--- config.mk ---
export PLATFORM = sky130hd
export DESIGN_NAME = f5_sweep
export DESIGN_NICKNAME = d
export VERILOG_FILES = /design/src/rtl/f5_sweep.sv
export SDC_FILE = /design/constraint.sdc
export NUM_CORES = 1
export LEC_CHECK = 0
export BUFFER_PORTS_ARGS = -buffer_cell sky130_fd_sc_hd__buf_2
export CAP_MARGIN = 0
export CORE_AREA = 2 2 49 51
export CTS_BUF_LIST = sky130_fd_sc_hd__clkbuf_16
export CTS_CLUSTER_SIZE = 20
export DETAILED_ROUTE_END_ITERATION = 7
export DIE_AREA = 0 0 51 53
export PLACE_DENSITY = 0.81
export RECOVER_POWER = 50
export SLEW_MARGIN = 20
export SYNTH_ARGS = -nofsm -noshare
export SYNTH_HDL_FRONTEND = slang
export SYNTH_SLANG_ARGS = --single-unit
--- constraint.sdc ---
create_clock -name clk -period 2.2 [get_ports clk]
set_input_delay 0.22 -clock clk [delete_from_list [all_inputs] [get_ports clk]]
set_output_delay 0.22 -clock clk [all_outputs]
set_load 0.1 [all_outputs]
--- src/rtl/f5_sweep.sv ---
// f5_sweep: clocked stimulus sequencer for a two-input gate (default: f5_nand,
// s = ~a | b). On start it walks {a,b} through 00,01,10,11, holds each vector
// SETTLE cycles, samples the gate output once per vector, builds the measured
// truth table and compares it with EXPECT.
// Optional feature: define F5_SWEEP_RESTART_EN to let start abort and restart
// a running sweep; without it, start is only honoured in IDLE.
module f5_sweep #(
    parameter int unsigned SETTLE = 1,
    parameter logic [3:0]  EXPECT = 4'b1011
) (
    input  logic       clk,
    input  logic       reset,
    input  logic       start,
    input  logic       s_in,
    output logic       x_out,
    output logic       y_out,
    output logic       busy,
    output logic       done,
    output logic       pass,
    output logic [3:0] table_out
);

    typedef enum logic [1:0] {
        IDLE   = 2'd0,
        DRIVE  = 2'd1,
        SAMPLE = 2'd2,
        DONE   = 2'd3
    } state_t;

    // Last DRIVE count of a vector; the following cycle is the sample cycle.
    localparam logic [7:0] CNT_LAST = 8'(SETTLE - 1);

    state_t     state;
    logic [1:0] idx;
    logic [7:0] cnt;
    logic [1:0] idx_nxt;

    assign idx_nxt = idx + 2'd1;

    // Status flags decoded straight from the state register, no input paths.
    assign busy = (state == DRIVE) || (state == SAMPLE);
    assign done = (state == DONE);

    // Sweep sequencer: vector index, settle counter, gate drive and result capture.
    always_ff @(posedge clk) begin
        if (reset) begin
            state     <= IDLE;
            idx       <= 2'd0;
            cnt       <= 8'd0;
            x_out     <= 1'b0;
            y_out     <= 1'b0;
            pass      <= 1'b0;
            table_out <= 4'b0000;
        end else begin
`ifdef F5_SWEEP_RESTART_EN
            // A new request mid-sweep throws the partial result away and
            // starts over from vector 00, exactly like an IDLE accept.
            if (start && ((state == DRIVE) || (state == SAMPLE))) begin
                state     <= DRIVE;
                idx       <= 2'd0;
                cnt       <= 8'd0;
                x_out     <= 1'b0;
                y_out     <= 1'b0;
                pass      <= 1'b0;
                table_out <= 4'b0000;
            end else
`endif
            begin
                case (state)
                    IDLE: begin
                        x_out <= 1'b0;
                        y_out <= 1'b0;
                        if (start) begin
                            state     <= DRIVE;
                            idx       <= 2'd0;
                            cnt       <= 8'd0;
                            pass      <= 1'b0;
                            table_out <= 4'b0000;
                        end
                    end
                    DRIVE: begin
                        x_out <= idx[1];
                        y_out <= idx[0];
                        cnt   <= cnt + 8'd1;
                        if (cnt == CNT_LAST) begin
                            state <= SAMPLE;
                        end
                    end
                    SAMPLE: begin
                        table_out[idx] <= s_in;
                        if (idx == 2'd3) begin
                            // Last entry is still in flight, so splice s_in in directly.
                            pass  <= ({s_in, table_out[2:0]} == EXPECT);
                            x_out <= 1'b0;
                            y_out <= 1'b0;
                            state <= DONE;
                        end else begin
                            idx   <= idx_nxt;
                            cnt   <= 8'd0;
                            x_out <= idx_nxt[1];
                            y_out <= idx_nxt[0];
                            state <= DRIVE;
                        end
                    end
                    default: begin
                        // DONE lasts one cycle; start here is ignored.
                        x_out <= 1'b0;
                        y_out <= 1'b0;
                        state <= IDLE;
                    end
                endcase
            end
        end
    end

endmodule

==> flow_summary.toml, run 1 <==
[timing]
rsz0062_at_grt = "false"
period_share = 0.9005
finalClockSkew_ns = 0.001598
worstMarginPinSlew_ns = 1.167
maxSlewHeadroom = 0.2254
setup_violations = 0
setup_tns_ns = 0
hold_viol = 0
fmax_ghz = 0.5048
slew_violations = 0
min_period_ns = 1.981

[logic_synthesis]
synth-seq-cells = 19
syn-instance-count = 134
yosysTopAreaCell = "dfxtp_1"
synth_cell_type_count = 33
synth_edf_count = 0
seq_area_frac_synth = 0.3286
synth_area_per_cell_sq_um = 8.637
synth_top_cell_area_share = 0.3286
synth-async-reset-ratio = 0
syn_area_sq_mm = 0.001157
yosys_warnings = 0
ys.flop_type = "dfxtp_1"
synth_fp_nets = 148
synth_area_leaders = "dfxtp_1 (33%), ha_1 (11%), a21oi_1 (6.5%)"

[die]
num_rows = 17
dieArea_sq_mm = 0.002703
ios = 13
start_util = 0.5387
core_sq_mm = 0.002148
die_w_um = 51
die_y_um = 53

[final_layout]
num_antenna_cells = 0
multiInputGateArea_sq_um = 725.7
stdcell_count = 174
drive_above_1_share = 0.1233
nFillCells = 196
seq_area_sq_um = 380.4
utilization = 0.6133
fin_nets = 161
syn_to_final_growth_pct = 13.84

[placed_design]
port-buffer-count = 12
hpwlAfterDp_mm = 1.826
dp.cells = 170
place_congestion = 0.8428

[grt]
grt_max_degree = 20
grt_pass1_wl_mm = 4.326
grt-ovfl-total = 0
gr-usage-all-layers = 0.2151
antenna_found_initial = 0
grt_pass1_vias = 999

[route]
route.vias.total = 1078
via_per_inst = 6.195
drt_iter0_markers = 19
wl_mm = 2.523
ant_nets = 0
dr.pass1.iters = 4
wl_per_cell_um = 14.50
drc = 0

[worst_setup_path]
cpMaxStageDelayCell = "or4b_2"
path_class = "reg -> reg"
cp_top_family = "simple AND/OR/NAND/NOR gates"
reg2regPathDepth = 6
ff2ff_setup_slack_ns = 0.22
worstSetupStartpointType = "flip-flop"
r2r_end = "pass"
cp_max_fo = 12
arrival_ns = 2.16
worstPathBufferInverterCount = 2
r2r_start = "state[0]"
path_cells = "inv_1 -> ha_1 -> buf_4 -> nand4b_1 -> or4b_2 -> a21oi_1"
crit_path_max_incr_delay_ns = 0.60
required_ns = 2.38
end_kind = "flip-flop"

[clock_network]
cts_tree = "built"
cts_resized = 0
cts_max_level = 1
clk-insertion-delay-late_ns = 0.25
clock-root-buffer = "clkbuf_16"
clockBufferDepth = 2
cts_sinks = 19
cts_setup_buffers = 0
clk_pin_slew_ns = 0.05
cts_buffers = 3
cts_hold_buffers = 0

[run_status]
status = "finished clean"

[min_path]
holdPathEnd = "table_out[1]"
min_path_cells = 3
hold_start = "s_in"
holdCritPathClass = "in -> reg"

[power_and_ir_drop]
comb_power_share = 0.239
pwr-share-seq = 0.375
clkPwrFrac = 0.386
peakVddDrop_v = 0.0004499
powerDensity_mw_per_mm2 = 740.6
power.internal_uw = 673.1
power.leakage_uw = 0.0004865
sw_frac_of_total = 0.3102
p_sw_uw = 302.7

[job]
max_cap_violations = 0
-- per-stage QoR --
step / setup WS, ns / hold slack (ns) / cell area (sq um) / power, uW
finish: 0.2188 / 0.2898 / 1318 / 975.7
global route: 0.05433 / 0.3113 / 1318 / 1017
CTS: 0.05105 / 0.2834 / 1328 / 985.5
detailed placement: 0.08479 / 0.4708 / 1247 / 605.8
global placement: 0.2120 / 0.4568 / 1247 / 597.9
floorplan: 0.2966 / 0.3910 / 1157 / 554.8
-- power by group through the flow --
stage / combinational, uW / clock, uW / sequential (uW)
finish: 233 / 377 / 366
global route: 254 / 395 / 368
CTS: 234 / 386 / 366
detailed placement: 233 / 0 / 373
global placement: 226 / 0 / 372
floorplan: 178 / 0 / 377
-- synth_stat cells (all sizes together) (2+ instances only) --
master	instances
dfxtp	19
o31ai	3
and2	2
nand3	4
inv	7
or4	3
a21oi	15
nand4	5
nor2b	8
clkbuf	7
ha	10
nand4b	3
nor2	5
or4b	2
mux2i	4
mux2	2
o21ai	15
nand2b	3
nand2	4
nor4	3
-- layout by cell type, fill, tap and decap left out, drive strengths merged, types with 2 or more instances in the layout --
| master | instances |
|---|---|
| a21oi | 15 |
| and2 | 2 |
| buf | 7 |
| clkbuf | 11 |
| dfxtp | 19 |
| ha | 10 |
| inv | 7 |
| mux2 | 2 |
| mux2i | 4 |
| nand2 | 4 |
| nand2b | 3 |
| nand3 | 4 |
| nand4 | 5 |
| nand4b | 3 |
| nor2 | 5 |
| nor2b | 8 |
| nor4 | 3 |
| o21ai | 15 |
| o31ai | 3 |
| or4 | 3 |
| or4b | 2 |
-- layout make-up --
class	instances	share of cell area
multi-input cells	101	0.5508
flip-flops and latches	19	0.2887
clock buffers	3	0.05698
repair buffers	15	0.05318
well taps	28	0.02659
inverters	7	0.01994
clock inverters	1	0.003799
-- worst reg2reg max path, delay by kind of cell, from the launching register on --
kind            cells  cell delay [ns]
simple gates        2             0.69
fa+ha+maj           1             0.40
flops               1             0.34
buf+inv             2             0.33
compound gates      1             0.15
-- state kept, by name (all words and copies together) (netlist names) --
signal / cells
cnt: 8
idx: 2
pass: 1
state: 2
table_out: 4
x_out: 1
y_out: 1
-- cell families after synthesis --
family | after synthesis | synth area share
buf+inv | 14 | 0.04649
flops | 19 | 0.3286
mux | 6 | 0.05729
fa+ha+maj | 10 | 0.1081
compound gates | 41 | 0.2249
simple gates | 44 | 0.2346
-- routing by layer --
layer / vias to the layer above / GRT usage / share of wire
met2: 30 / 0.3615 / 0.48
met3: 5 / 0.04802 / 0.046
li1: 517 / - / -
met1: 526 / 0.2713 / 0.46
met4: 0 / 0.07207 / 0.011
met5: - / 0 / 0
-- worst max path at each step --
stage,from,to,slack (ns),cells past startpoint
detailed placement,state[0],cnt[2],0.08,5
floorplan,state[0],cnt[3],0.30,4
global placement,state[0],cnt[0],0.21,5
finish,state[0],pass,0.22,6
global route,state[0],pass,0.05,6
CTS,state[0],cnt[1],0.05,5
No activity file was read; power rests on OpenSTA's default activity.
==> inputs of run 2 (changes only) <==
==> constraint.sdc (replaced) <==
create_clock -name clk -period 2.1 [get_ports clk]
set_input_delay 0.21 -clock clk [delete_from_list [all_inputs] [get_ports clk]]
set_output_delay 0.21 -clock clk [all_outputs]
set_load 0.1 [all_outputs]
==> run 2 against run 1 <==
Net effect:
- sequential power rose by 5%
- power rose by 3.4%
- worst hold slack got worse by 0.0041 ns
- routed wire length shrank 5.0%
- flip-flop and latch count stayed put
- largest cell class unchanged
- highest routed layer unchanged
==> flow_summary.toml, run 2 (synthesis results as in run 1) <==
[route]
drt_iter0_markers = 24
ant_nets = 0
wl_mm = 2.398
via_per_inst = 5.909
drc = 0
route.vias.total = 1034
wl_per_cell_um = 13.70
dr.pass1.iters = 4

[timing]
fmax_ghz = 0.5251
setup_violations = 0
maxSlewHeadroom = 0.2136
hold_viol = 0
slew_violations = 0
worstMarginPinSlew_ns = 1.185
holdWs_ns = 0.2857
min_period_ns = 1.904
rsz0062_at_grt = "false"
setup_tns_ns = 0
period_share = 0.9068
finalClockSkew_ns = 0.005446

[power_and_ir_drop]
power.leakage_uw = 0.0004891
powerDensity_mw_per_mm2 = 764.4
peakVddDrop_v = 0.0005398

[final_layout]
layout_common_cells = "dfxtp_1 (19), o21ai_0 (15), a21oi_1 (15)"
final_common_cell = "dfxtp_1"
drive_above_1_share = 0.1156
utilization = 0.6144
top_register = "cnt"
num_antenna_cells = 0
design_area_sq_mm = 0.001320
largest_register_ff_count = 8
largest_registers = "cnt: 8 flops, table_out: 4 flops"
fin_nets = 162
syn_to_final_growth_pct = 14.05

[worst_setup_path]
r2r_start = "cnt[0]"
path_class = "reg -> reg"
required_ns = 2.24
ff2ff_setup_slack_ns = 0.20
end_kind = "flip-flop"
worstSetupStartpointType = "flip-flop"
reg2regPathDepth = 5
cp_max_fo = 4
arrival_ns = 2.04
r2r_end = "state[1]"

[clock_network]
clock-root-buffer = "clkbuf_16"
clk_pin_slew_ns = 0.05
cts_setup_buffers = 0
cts_hold_buffers = 0
clockBufferDepth = 2
clk-insertion-delay-late_ns = 0.25
cts_buffers = 3
cts_tree = "built"
cts_sinks = 19
cts_max_level = 1
cts_resized = 0

[die]
start_util = 0.5387
dieArea_sq_mm = 0.002703
core_sq_mm = 0.002148
die_y_um = 53
die_w_um = 51
ios = 13
num_rows = 17

[run_status]
status = "finished clean"

[grt]
grt_pass1_wl_mm = 4.057
gr-usage-all-layers = 0.2012
grt_pass1_vias = 922
grt_max_degree = 20
antenna_found_initial = 0
grt-ovfl-total = 0

[placed_design]
place_area_sq_mm = 0.001255
port-buffer-count = 12
place_congestion = 0.8861
hpwlAfterDp_mm = 1.766

[min_path]
holdCritPathClass = "in -> reg"
hold_start = "s_in"
min_path_cells = 3
holdPathEnd = "table_out[0]"

[job]
max_cap_violations = 0
## run 2: changes by cell type in the layout (fill, tap and decap cells not counted)
cell | before | now
clkinv_2 | 1 | 0
inv_1 | 7 | 8
clkbuf_1 | 8 | 9
## run 2: layer usage
layer  vias up  wire [um]  GRT usage
li1        518          -          -
met1       492       1139     0.2609
met2        19       1130     0.3312
met3         5         99    0.04237
met4         0         28    0.06757
met5         -          0          0
## run 2: through the flow
stage          total power, uW  instances  setup slack [ns]
2_1_floorplan            581.2        134            0.1966
3_3_place_gp             627.2        171            0.1408
3_5_place_dp             634.2        171           0.01483
4_1_cts                   1016        175          0.004642
5_1_grt                   1052        175           0.06254
6_report                  1009        175            0.1956
## run 2: layout make-up
cell class              instances  area [sq um]
fillers                       177         828.3
clock buffers                   3         75.07
inverters                       7         26.28
repair buffers                 16         73.82
well taps                      28         35.03
flip-flops and latches         19         380.4
clock inverters                 1         3.754
multi-input cells             101         725.7
## run 2: where the power goes
group / internal (uW) / switching (uW) / total (uW)
Combinational: 78.4 / 165 / 243
Sequential: 372 / 11.6 / 384
Clock: 253 / 129 / 382
Total: 704 / 305 / 1010
## run 2: how the worst max path moves through the flow
stage / startpoint / end / slack (ns)
2_1_floorplan: state[0] / cnt[3] / 0.20
3_3_place_gp: state[0] / cnt[0] / 0.14
3_5_place_dp: state[0] / cnt[2] / 0.01
4_1_cts: state[0] / cnt[1] / 0.005
5_1_grt: state[0] / pass / 0.06
6_report: cnt[0] / state[1] / 0.20
## run 2: worst max-delay path, cell delays in order (launching register included)
cell and delay, ns:
dfxtp_1 0.33, inv_1 0.08, ha_1 0.13, or4b_4 0.48, a2111oi_4 0.43, mux2_4 0.33
